--- src/rtl/lsu_mem_ctrl_pkg.sv ---
// Shared encodings for the load/store unit: RAM access sizes, controller
// states and the access legality rule used at accept time.
package lsu_mem_ctrl_pkg;

  localparam logic [3:0] BYTE     = 4'b0001;
  localparam logic [3:0] HALFWORD = 4'b0011;
  localparam logic [3:0] FULLWORD = 4'b1111;

  typedef enum logic [1:0] {
    S_IDLE   = 2'd0,
    S_REQ    = 2'd1,
    S_WAIT_R = 2'd2,
    S_DONE   = 2'd3
  } lsu_state_e;

  // Natural alignment per size; unknown sizes and load+store together are illegal.
  function automatic logic access_legal(input logic [3:0] ram_type,
                                        input logic [1:0] ofs,
                                        input logic       we,
                                        input logic       re);
    logic ok;
    case (ram_type)
      BYTE:     ok = 1'b1;
      HALFWORD: ok = ~ofs[0];
      FULLWORD: ok = (ofs == 2'b00);
      default:  ok = 1'b0;
    endcase
    return ok & ~(we & re);
  endfunction

endpackage

--- src/rtl/lsu_load_align.sv ---
// Picks the addressed byte/halfword out of a read word and sign- or
// zero-extends it to 32 bits.
module lsu_load_align
  import lsu_mem_ctrl_pkg::*;
(
  input  logic [31:0] mem_rdata_i,
  input  logic [1:0]  offset_i,
  input  logic [3:0]  ram_type_i,
  input  logic        sign_i,
  output logic [31:0] data_o
);

  logic [7:0]  byte_sel;
  logic [15:0] half_sel;

  always_comb begin
    case (offset_i)
      2'd0:    byte_sel = mem_rdata_i[7:0];
      2'd1:    byte_sel = mem_rdata_i[15:8];
      2'd2:    byte_sel = mem_rdata_i[23:16];
      default: byte_sel = mem_rdata_i[31:24];
    endcase
    half_sel = offset_i[1] ? mem_rdata_i[31:16] : mem_rdata_i[15:0];

    case (ram_type_i)
      BYTE:     data_o = {{24{sign_i & byte_sel[7]}}, byte_sel};
      HALFWORD: data_o = {{16{sign_i & half_sel[15]}}, half_sel};
      default:  data_o = mem_rdata_i;
    endcase
  end

endmodule

--- src/rtl/lsu_mem_ctrl.sv ---
// MEM-stage load/store controller: turns decoder load/store controls into a
// word-aligned req/gnt + rvalid bus access and stalls the pipeline meanwhile.
module lsu_mem_ctrl
  import lsu_mem_ctrl_pkg::*;
#(
  parameter int TIMEOUT_CYCLES = 255
) (
  input  logic        clk,
  input  logic        rst_n,
  input  logic        req_valid,
  input  logic        RAM_write_en,
  input  logic        RAM_read_en,
  input  logic [3:0]  RAM_ram_type,
  input  logic        RAM_sign,
  input  logic [31:0] addr,
  input  logic [31:0] wdata,
  output logic        stall,
  output logic [31:0] load_data,
  output logic        load_valid,
  output logic        misalign_err,
  output logic        bus_err,
  output logic        mem_req,
  output logic        mem_we,
  output logic [31:0] mem_addr,
  output logic [3:0]  mem_be,
  output logic [31:0] mem_wdata,
  input  logic        mem_gnt,
  input  logic        mem_rvalid,
  input  logic [31:0] mem_rdata
);

  localparam logic [7:0] TO_LAST = 8'(TIMEOUT_CYCLES - 1);

  lsu_state_e  state_q;
  logic [1:0]  ofs_q;
  logic [3:0]  type_q;
  logic        sign_q;
  logic [7:0]  cnt_q;
  logic        mem_req_q, mem_we_q;
  logic [31:0] mem_addr_q, mem_wdata_q;
  logic [3:0]  mem_be_q;
  logic [31:0] load_data_q;
  logic        load_valid_q, misalign_q, bus_err_q;

  logic        start, legal, timeout;
  logic [3:0]  be_d;
  logic [31:0] wdata_d;
  logic [31:0] ext_data;

  assign start   = req_valid & (RAM_write_en | RAM_read_en);
  assign legal   = access_legal(RAM_ram_type, addr[1:0], RAM_write_en, RAM_read_en);
  assign timeout = (cnt_q == TO_LAST);

  // Narrow stores are replicated across lanes; the byte enables select the target.
  always_comb begin
    be_d    = 4'b1111;
    wdata_d = wdata;
    case (RAM_ram_type)
      BYTE: begin
        be_d    = 4'b0001 << addr[1:0];
        wdata_d = {4{wdata[7:0]}};
      end
      HALFWORD: begin
        be_d    = 4'b0011 << addr[1:0];
        wdata_d = {2{wdata[15:0]}};
      end
      default: ;
    endcase
  end

  assign stall = (state_q == S_REQ) || (state_q == S_WAIT_R) ||
                 ((state_q == S_IDLE) && start);

  lsu_load_align u_load_align (
    .mem_rdata_i (mem_rdata),
    .offset_i    (ofs_q),
    .ram_type_i  (type_q),
    .sign_i      (sign_q),
    .data_o      (ext_data)
  );

  always_ff @(posedge clk or negedge rst_n) begin
    if (!rst_n) begin
      state_q      <= S_IDLE;
      ofs_q        <= 2'd0;
      type_q       <= 4'd0;
      sign_q       <= 1'b0;
      cnt_q        <= 8'd0;
      mem_req_q    <= 1'b0;
      mem_we_q     <= 1'b0;
      mem_addr_q   <= 32'd0;
      mem_be_q     <= 4'd0;
      mem_wdata_q  <= 32'd0;
      load_data_q  <= 32'd0;
      load_valid_q <= 1'b0;
      misalign_q   <= 1'b0;
      bus_err_q    <= 1'b0;
    end else begin
      load_valid_q <= 1'b0;
      misalign_q   <= 1'b0;
      bus_err_q    <= 1'b0;
      case (state_q)
        S_IDLE: begin
          if (start) begin
            ofs_q  <= addr[1:0];
            type_q <= RAM_ram_type;
            sign_q <= RAM_sign;
            cnt_q  <= 8'd0;
            if (legal) begin
              mem_req_q   <= 1'b1;
              mem_we_q    <= RAM_write_en;
              mem_addr_q  <= {addr[31:2], 2'b00};
              mem_be_q    <= be_d;
              mem_wdata_q <= wdata_d;
              state_q     <= S_REQ;
            end else begin
              misalign_q <= 1'b1;
              state_q    <= S_DONE;
            end
          end
        end
        S_REQ: begin
          // A grant in the last allowed cycle still wins over the timeout.
          if (mem_gnt) begin
            mem_req_q <= 1'b0;
            cnt_q     <= 8'd0;
            state_q   <= mem_we_q ? S_DONE : S_WAIT_R;
          end else if (timeout) begin
            mem_req_q <= 1'b0;
            cnt_q     <= 8'd0;
            bus_err_q <= 1'b1;
            state_q   <= S_DONE;
          end else begin
            cnt_q <= cnt_q + 8'd1;
          end
        end
        S_WAIT_R: begin
          if (mem_rvalid) begin
            load_data_q  <= ext_data;
            load_valid_q <= 1'b1;
            cnt_q        <= 8'd0;
            state_q      <= S_DONE;
          end else if (timeout) begin
            bus_err_q <= 1'b1;
            cnt_q     <= 8'd0;
            state_q   <= S_DONE;
          end else begin
            cnt_q <= cnt_q + 8'd1;
          end
        end
        S_DONE:  state_q <= S_IDLE;
        default: state_q <= S_IDLE;
      endcase
    end
  end

  assign load_data    = load_data_q;
  assign load_valid   = load_valid_q;
  assign misalign_err = misalign_q;
  assign bus_err      = bus_err_q;
  assign mem_req      = mem_req_q;
  assign mem_we       = mem_we_q;
  assign mem_addr     = mem_addr_q;
  assign mem_be       = mem_be_q;
  assign mem_wdata    = mem_wdata_q;

endmodule

--- config.mk ---
export PLATFORM = sky130hd
export DESIGN_NAME = lsu_mem_ctrl
export DESIGN_NICKNAME = d
export VERILOG_FILES = /design/src/rtl/lsu_mem_ctrl_pkg.sv /design/src/rtl/lsu_load_align.sv /design/src/rtl/lsu_mem_ctrl.sv
export SDC_FILE = /design/constraint.sdc
export NUM_CORES = 1
export LEC_CHECK = 0
export ABC_CLOCK_PERIOD_IN_PS = 2800
export CORE_AREA = 2 2 112 114
export CTS_BUF_LIST = sky130_fd_sc_hd__clkbuf_4 sky130_fd_sc_hd__clkbuf_8 sky130_fd_sc_hd__clkbuf_16
export CTS_CLUSTER_DIAMETER = 120
export CTS_CLUSTER_SIZE = 25
export DETAILED_ROUTE_END_ITERATION = 8
export DIE_AREA = 0 0 114 116
export DONT_BUFFER_PORTS = 1
export PLACE_DENSITY = 0.63
export SYNTH_ARGS = -nofsm -noshare
export SYNTH_HDL_FRONTEND = slang
export SYNTH_SLANG_ARGS = --single-unit
--- constraint.sdc ---
create_clock -name clk -period 2.8 [get_ports clk]
set_clock_uncertainty 0.15 [all_clocks]
set_input_delay 0.56 -clock clk [delete_from_list [all_inputs] [get_ports clk]]
set_output_delay 0.56 -clock clk [all_outputs]
set_load 0.1 [all_outputs]
==> results of run 1 <==
state kept, by name, summed over array words and instances, names as in the netlist:
register	flops
mem_addr	30
load_valid	1
load_data	32
cnt_q	8
mem_be	4
misalign_err	1
ofs_q	2
bus_err	1
mem_req	1
mem_we	1
state_q	2
mem_wdata	32
sign_q	1
type_q	4
cell usage after synthesis, drive strengths merged (2+ instances only):
| cell type | count |
|---|---|
| a21oi | 24 |
| a22o | 6 |
| and2 | 7 |
| and3 | 3 |
| and4 | 2 |
| buf | 15 |
| clkbuf | 19 |
| dfrtp | 120 |
| ha | 6 |
| inv | 9 |
| mux2 | 83 |
| mux2i | 22 |
| nand2 | 51 |
| nand2b | 3 |
| nand3 | 46 |
| nor2 | 14 |
| nor2b | 9 |
| nor3b | 2 |
| o211ai | 9 |
| o21ai | 32 |
| o31ai | 11 |
| o32a | 5 |
| or4 | 2 |
cell type report:
cell class | instances | area [um2]
Clock buffer | 17 | 425
Clock inverter | 15 | 166
Fill cell | 1051 | 5280
Inverter | 10 | 37.5
Multi-Input combinational cell | 361 | 2660
Sequential cell | 120 | 3000
Tap cell | 147 | 184
Timing Repair Buffer | 19 | 155
through the flow:
step | hold WS (ns) | instance area (um2) | setup WS [ns] | utilization, % | std cells
floorplan | 0.114 | 5850 | 0.306 | - | 525
finish | -0.312 | 6630 | 0.397 | 55.7 | 689
detailed placement | 0.117 | 6040 | 0.550 | 50.7 | 657
global placement | 0.117 | 6040 | 0.648 | 50.7 | 657
CTS | -0.333 | 6630 | 0.367 | 55.7 | 689
global route | -0.333 | 6630 | 0.244 | 55.7 | 689
layer usage:
metal  share of wire, %  track usage, %  vias to the layer above
met4                2.3            9.67                        0
met2                 47            32.2                      194
met5                  0               0                        -
met1                 39            25.3                     1954
met3                 11            9.41                       24
li1                   -               -                     1898
kinds of logic (layout without fill, tap and decap cells):
kind of cell	Yosys count	count (layout)	synth area share, %
flip-flops	120	120	51.4
multiplexers	105	105	20.4
buffers and inverters	44	61	3.40
adder cells (fa/ha/maj)	6	6	1.28
AND/OR/NAND/NOR	146	146	12.2
other	1	2	0.0642
AO/OA/AOI/OAI	102	102	11.3
worst max-delay path, delay by kind of cell, from the launching register on:
| family | cells | cell delay [ns] |
|---|---|---|
| compound gates | 1 | 0.13 |
| simple gates | 1 | 0.09 |
| fa+ha+maj | 1 | 0.25 |
| buf+inv | 2 | 0.40 |
| flops | 1 | 0.41 |
path summary, 6_finish.rpt:
kind,endpoint,start,cells after the start
setup / recovery,stall,state_q[1]$_DFFE_PN0N_,5
hold / removal,load_data[14]$_DFFE_PN0P_,rst_n,0
setup reg to reg,mem_addr[9]$_DFFE_PN0P_,state_q[1]$_DFFE_PN0N_,7
hold reg to reg,cnt_q[7]$_DFFE_PN0P_,cnt_q[7]$_DFFE_PN0P_,1
max in group asynchronous,load_data[12]$_DFFE_PN0P_,rst_n,0
min in group clk,mem_addr[31]$_DFFE_PN0P_,addr[31],1
==> flow_metrics.tcl, run 1 <==
set metrics [dict create \
    status "complete, but fails checks" \
    violations "negative hold slack" \
    ctsRootBufferMaster "clkbuf_16" \
    cts_made_buffers 17 \
    drt_wl_total_um 13800 \
    worstSetupEndpointType "primary output" \
    clk_latency_ns 0.42 \
    mostFrequentLayoutCells "dfrtp_1 (120), mux2_2 (73), nand2_1 (51)" \
    hold_viol 120 \
    fmax_mhz 416 \
    groute.usage.overall_pct 20.9 \
    num_rows 40 \
    vias 4070 \
    worst_ep_required_time_ns 2.09 \
    ant_nets 0 \
    die_h_um 116 \
    coreArea_um2 11900 \
    cts_tree "yes" \
    setup_viol 0 \
    die_area_um2 13200 \
    maxCapViolations 0 \
    drive_gt1_share_pct 25.6 \
    fin_crit_ns 2.40 \
    crit_path_start_kind "flop" \
    cts_max_path_buffers 2 \
    gp_congestion 0.881 \
    yosysSeqAreaShare_pct 51.4 \
    wl_per_cell_um 20.0 \
    path_max_fanout 5 \
    ys_warn_count 0 \
    cts_setup_buffers 0 \
    die_x_um 114 \
    ys_seq_elements 120 \
    critPathMaxStageDelay_ns 0.41 \
    fin_crit_sh_pct 85.8 \
    drc 0 \
    synth_edf_count 0 \
    reg2reg_slack_ns 0.56 \
    via_per_inst 5.91 \
    start_util_pct 49.1 \
    path_cells "inv_1, ha_1, o211ai_2, nand2_1, buf_4" \
    relSlewSlack_pct 26.4 \
    cts.sinks 120 \
    grt_max_degree 121 \
    first_pass_iters 7 \
    tightest_slew_ns 1.10 \
    slew_viol_final 0 \
    rsz0062_at_grt "no" \
    clk_pin_slew_ns 0.06 \
    cts_resized 0 \
    dp_hpwl_um 9950 \
    hold_class "input port to async pin" \
    ios 214 \
    cts_max_level 4 \
    synth_area_per_cell_um2 11.2 \
    tns_ns 0 \
    critical_path_class "flop to primary output" \
    yosys.area.top_type "dfrtp_1" \
    port_buffers 0 \
    antenna_found_initial 0 \
    grt_overflow 0 \
    synth_area_leaders "dfrtp_1 (51%), mux2_2 (14%), nand3_1 (3.9%)" \
    final_common_cell "dfrtp_1" \
    num-nets-final 643 \
    syn_inst 524 \
    synth_cell_types 54 \
    async_reset_ff_share_pct 100 \
    synth_ff_type "dfrtp_1" \
    n_antenna_cell 0 \
    area_growth_syn_to_layout_pct 13.4 \
    synthesis.area_um2 5850 \
    grt_pass1_wl_um 21000 \
    yosysTopAreaCellShare_pct 51.4 \
    crit_slowest_cell "dfrtp_1" \
    grt_pass1_vias 3979 \
    fin_hold_ws_ns -0.312 \
    drt_iter0_markers 271 \
    arrival_ns 1.69 \
]
Power of run 1 is not shown: default switching activity piles up to over one toggle a cycle in this logic, so the estimate is an artifact.
==> run 2, diff against run 1 <==
Settings changed: ABC_AREA from default to 1, ABC_CLOCK_PERIOD_IN_PS 2800 to 1950, CORE_AREA 2 2 112 114 to 2 2 114 116, DIE_AREA 0 0 114 116 to 0 0 116 118, PLACE_DENSITY 0.63 to 0.65.
Clock period 2.8 ns to 1.95 ns, I/O delays scaled along.
==> run 2 against run 1 <==
  * The flow finishes with violations (negative hold slack, negative setup slack)
  * Wire length rose by 28%
  * Count of clock-buffer cells in the layout rose by 4
  * Non-clock buffer count rose by 153
  * Critical path depth down 1
  * Hold slack got worse by 0.16 ns
  * Core utilization is 11 points higher
  * Register-to-register slack worse by 0.46 ns
  * Flip-flop and latch count did not move
  * Critical path type unchanged
  * Highest routed layer unchanged
==> flow_metrics.tcl, run 2 <==
set metrics [dict create \
    synth_mux_area_share_pct 0 \
    final_common_cell "nand2_1" \
    status "complete, but fails checks" \
    path_max_fanout 3 \
    worstSetupEndpointType "primary output" \
    r2r_start "state_q[0]$_DFFE_PN0N_" \
    num-nets-final 1101 \
    maxCapViolations 0 \
    critical_path_class "flop to primary output" \
    critPathLaunch "state_q[0]$_DFFE_PN0N_" \
    num_rows 41 \
    port_buffers 0 \
    ctsRootBufferMaster "clkbuf_16" \
    hold_class "input port to async pin" \
    grt_pass1_vias 6123 \
    cts_tree "yes" \
    mostFrequentLayoutCells "nand2_1 (384), buf_4 (124), dfrtp_1 (120)" \
    synthesis.area_um2 6100 \
    crit_path_start_kind "flop" \
    fmax_mhz 480 \
    synthTopCellsByCount "nand2_1 (386), dfrtp_1 (120), nand3_1 (82)" \
    synth_top_family_by_area "simple AND/OR/NAND/NOR gates" \
    wl_per_cell_um 15.1 \
    die_h_um 118 \
    async_reset_ff_share_pct 100 \
    drt_iter0_markers 498 \
    antenna_found_initial 0 \
    yosysSeqAreaShare_pct 49.2 \
    synth_area_leaders "dfrtp_1 (49%), nand2_1 (24%), nand3_1 (6.7%)" \
    synthXorXnorAreaFrac_pct 0 \
    dp_hpwl_um 11800 \
    yosys.area.top_type "dfrtp_1" \
    clk_pin_slew_ns 0.05 \
    setup_viol 1 \
    synth_cell_types 25 \
    synth_edf_count 0 \
    synth-compound-area-share_pct 5.25 \
    n_antenna_cell 0 \
    via_per_inst 5.16 \
    cts_max_path_buffers 2 \
    synth_ff_type "dfrtp_1" \
    fin_hold_ws_ns -0.474 \
    cts_max_level 4 \
    syn_inst 830 \
    cts_hold_buf 44 \
    coreArea_um2 12400 \
    synth_adder_area_share_pct 1.23 \
    ys_warn_count 0 \
    start_util_pct 49.2 \
    die_area_um2 13700 \
    drc 0 \
    cts_made_buffers 17 \
    vias 6044 \
    rr_worst_depth 9 \
    area_growth_syn_to_layout_pct 34.7 \
    clk_latency_ns 0.41 \
    grt_pass1_wl_um 29100 \
    ys_seq_elements 120 \
    ant_nets 0 \
    violations "negative hold slack, negative setup slack" \
    arrival_ns 1.55 \
    grt_overflow 0 \
    synth_most_common_cell "nand2_1" \
    grt_max_degree 121 \
    groute.usage.overall_pct 26.8 \
    reg2reg_slack_ns 0.10 \
    fin_crit_sh_pct 107 \
    synthSimpleGateAreaFrac_pct 36.3 \
    cts.sinks 120 \
    r2r_end "load_data[17]$_DFFE_PN0P_" \
    tns_ns -0.135 \
    die_x_um 116 \
    timing.critical_path.to "stall" \
    hold_viol 120 \
    first_pass_iters 7 \
    yosysTopAreaCellShare_pct 49.2 \
    drt_wl_total_um 17700 \
    ios 214 \
    fin_ws_ns -0.135 \
    drive_gt1_share_pct 19.9 \
    synth_area_per_cell_um2 7.35 \
    gp_congestion 0.849 \
    fin_crit_ns 2.09 \
    rsz0062_at_grt "yes" \
    worst_ep_required_time_ns 1.41 \
    slew_viol_final 0 \
]
## run 2: cell count changes after synthesis, sizes merged, moves of 10 or more
cell | before | now
nand2 | 51 | 386
o31ai | 11 | 0
a21oi | 24 | 34
or2 | 0 | 24
clkbuf | 19 | 9
nor2 | 14 | 38
mux2 | 83 | 0
mux2i | 22 | 0
inv | 9 | 65
buf | 15 | 26
nand3 | 46 | 85
## run 2: cells by family (layout without fill, tap and decap cells)
kind of cell               after synthesis  after routing
AOI/OAI and AO/OA                       63             63
adders and majority gates                6              6
buffers and inverters                  104            273
DFF                                    120            120
other                                    1              2
and+or+nand+nor                        536            536
## run 2: cell type report
| cell class | count | area (um2) |
|---|---|---|
| Timing Repair Buffer | 172 | 1450 |
| Sequential cell | 120 | 3000 |
| Clock inverter | 11 | 170 |
| Fill cell | 1052 | 4200 |
| Clock buffer | 21 | 474 |
| Multi-Input combinational cell | 607 | 2640 |
| Tap cell | 172 | 215 |
| Inverter | 69 | 269 |
## run 2: worst min-delay path by stage
stage,start,to,slack (ns),depth (start not counted)
global route,rst_n,misalign_err$_DFF_PN0_,-0.50,0
global placement,rst_n,cnt_q[6]$_DFFE_PN0P_,-0.05,0
detailed placement,rst_n,cnt_q[6]$_DFFE_PN0P_,-0.05,0
CTS,rst_n,mem_wdata[30]$_DFFE_PN0P_,-0.50,0
finish,rst_n,cnt_q[7]$_DFFE_PN0P_,-0.47,0
floorplan,rst_n,bus_err$_DFF_PN0_,-0.06,0
## run 2: timing repair
| item | in CTS | in global routing |
|---|---|---|
| gates resized for setup | 5 | 5 |
| endpoints found under the setup margin | 1 | 22 |
| cloned | 0 | 1 |
| hold endpoints to repair | 164 | 120 |
| pin swaps | 3 | 3 |
| setup buffers | 7 | 2 |
## run 2: per-stage QoR
stage	worst slack, ns	util, %	instance area [um2]	cells	hold slack, ns
after CTS	-0.161	65.8	8170	1169	-0.499
after floorplan	0.0769	-	6110	831	-0.0556
after detailed placement	0.0232	56.5	7020	1086	-0.0509
after global placement	0.132	56.5	7020	1086	-0.0513
final	-0.135	66.2	8220	1172	-0.474
after global routing	-0.178	66.2	8220	1172	-0.496
## run 2: worst max-delay path: stages, from the launching register on
cell and delay, ns:
dfrtp_1 0.40, inv_2 0.09, ha_4 0.21, or2_4 0.27
buf_12 0.17
## run 2: routing by layer
| layer | vias up | global-route usage, % | share of wire (%) |
|---|---|---|---|
| li1 | 2884 | - | - |
| met1 | 2827 | 30.7 | 38 |
| met2 | 286 | 45.9 | 50 |
| met3 | 47 | 8.14 | 8.6 |
| met4 | 0 | 11.3 | 2.9 |
| met5 | - | 0 | 0 |
Power of run 2 is left out for the same reason.
==> run 3, diff against run 2 <==
Settings changed: CAP_MARGIN from default to 20, CORE_AREA 2 2 114 116 to 2 2 146 148, CTS_CLUSTER_SIZE 25 to 8, DIE_AREA 0 0 116 118 to 0 0 148 150, PLACE_DENSITY 0.65 to 0.44.
==> run 3 against run 2 <==
  * The run still ends with negative hold slack, negative setup slack left
  * Wire length increased by 9.2%
  * Maximum frequency increased by 1.0%
  * Non-clock buffer count increased by 14
  * Final area increased by 2.4%
  * Flip-flop and latch count unchanged
  * Die area increased by 62%
  * Core utilization decreased by 26 points
  * Setup slack improved by 0.021 ns
  * First-iteration DRC count decreased by 44%
  * Global-route usage decreased by 9.1 points
  * Highest routed layer unchanged
==> flow_metrics.tcl, run 3 (synthesized netlist as in run 2, its figures left out) <==
set metrics [dict create \
    status "complete, but fails checks" \
    violations "negative hold slack, negative setup slack" \
    fin_ws_ns -0.114 \
    mostFrequentLayoutCells "nand2_1 (384), buf_4 (136), dfrtp_1 (120)" \
    area_growth_syn_to_layout_pct 37.9 \
    drt_wl_total_um 19300 \
    clk_pin_slew_ns 0.06 \
    fin_hold_ws_ns -0.481 \
    cts.sinks 120 \
    r2r_end "load_data[16]$_DFFE_PN0P_" \
    cts_max_level 4 \
    wl_per_cell_um 15.0 \
    first_pass_iters 4 \
    drc 0 \
    port_buffers 0 \
    fmax_mhz 484 \
    coreArea_um2 20700 \
    via_per_inst 4.45 \
    start_util_pct 29.5 \
    fin_crit_sh_pct 106 \
    drt_iter0_markers 281 \
    hold_viol 120 \
    top_usage_layer "met2" \
    maxCapViolations 0 \
    ctsRootBufferMaster "clkbuf_16" \
    grt_use_met3_pct 6.68 \
    num-nets-final 1115 \
    clk_latency_ns 0.41 \
    rr_worst_depth 10 \
    setup_viol 1 \
    rsz0062_at_grt "yes" \
    die_x_um 148 \
    dp_hpwl_um 13500 \
    crit_path_start_kind "flop" \
    gr-usage-met1_pct 22.0 \
    groute.usage.overall_pct 17.7 \
    path_max_fanout 3 \
    gp_congestion 0.803 \
    cts_hold_buf 44 \
    grt_max_degree 121 \
    n_antenna_cell 0 \
    ios 214 \
    cts_tree "yes" \
    gr-usage-met2_pct 28.6 \
    grt_overflow 0 \
    die_area_um2 22200 \
    grt_pass1_vias 5782 \
    final_common_cell "nand2_1" \
    hold_class "input port to async pin" \
    slew_viol_final 0 \
    arrival_ns 1.52 \
    worst_ep_required_time_ns 1.41 \
    cts_made_buffers 17 \
    reg2reg_slack_ns 0.10 \
    vias 5737 \
    ant_nets 0 \
    place_ws_ns 0.135 \
    critical_path_class "flop to primary output" \
    fin_crit_ns 2.06 \
    die_h_um 150 \
    grt_pass1_wl_um 30800 \
    drive_gt1_share_pct 21.2 \
    num_rows 53 \
    worstSetupEndpointType "primary output" \
    r2r_start "state_q[0]$_DFFE_PN0N_" \
    antenna_found_initial 0 \
    cts_max_path_buffers 2 \
]
==> run 3: changes by cell type in the layout (fill, tap and decap cells not counted), moves of 2 or more <==
cell and delta:
inv_6 +6, clkinvlp_4 -2, bufinv_16 -3, ha_1 -2
ha_2 +2, clkbuf_8 -2, buf_4 +12, clkinv_4 +2
buf_12 +4
==> run 3: worst max-delay path by stage <==
stage	start	end	slack, ns	cells after the start
after floorplan	state_q[0]$_DFFE_PN0N_	stall	0.08	5
after global placement	state_q[1]$_DFFE_PN0N_	stall	0.16	6
after detailed placement	state_q[1]$_DFFE_PN0N_	stall	0.13	6
after CTS	state_q[1]$_DFFE_PN0N_	stall	-0.14	6
after global routing	state_q[1]$_DFFE_PN0N_	stall	-0.17	6
final	state_q[0]$_DFFE_PN0N_	stall	-0.11	6
==> run 3: cell type report <==
class	count	area, um2
fillers	2213	12300
well taps	275	344
repair buffers	186	1580
inverters	69	267
flip-flops and latches	120	3000
multi-input cells	607	2650
clock buffers	18	439
clock inverters	14	138
==> run 3: critical path, stage by stage (launching register included) <==
cell and delay [ns]:
dfrtp_1 0.36, inv_2 0.06, ha_4 0.16, nand3_4 0.08, inv_4 0.04, or2_4 0.23, buf_12 0.17
==> run 3: repair_timing <==
action                                  in CTS  in global routing
endpoints found under the setup margin       1                  2
pin swaps                                    2                  2
setup buffers                                5                  4
gates resized for setup                      5                  5
endpoints found under the hold margin      164                120
==> run 3: per-stage QoR <==
step	area (um2)	std cells	setup TNS, ns	util (%)	hold slack, ns
CTS	8380	1285	-0.140	40.5	-0.505
global route	8420	1289	-0.170	40.7	-0.514
detailed placement	7310	1204	0	35.3	-0.0497
floorplan	6110	831	0	-	-0.0556
finish	8420	1289	-0.114	40.7	-0.481
global placement	7310	1204	0	35.3	-0.0503
==> run 3: layer usage <==
layer | routed length [um] | up-vias
met5 | 0 | -
li1 | - | 2920
met4 | 182 | 0
met1 | 8340 | 2617
met3 | 1740 | 14
met2 | 9040 | 186
Power of run 3 is left out for the same reason.
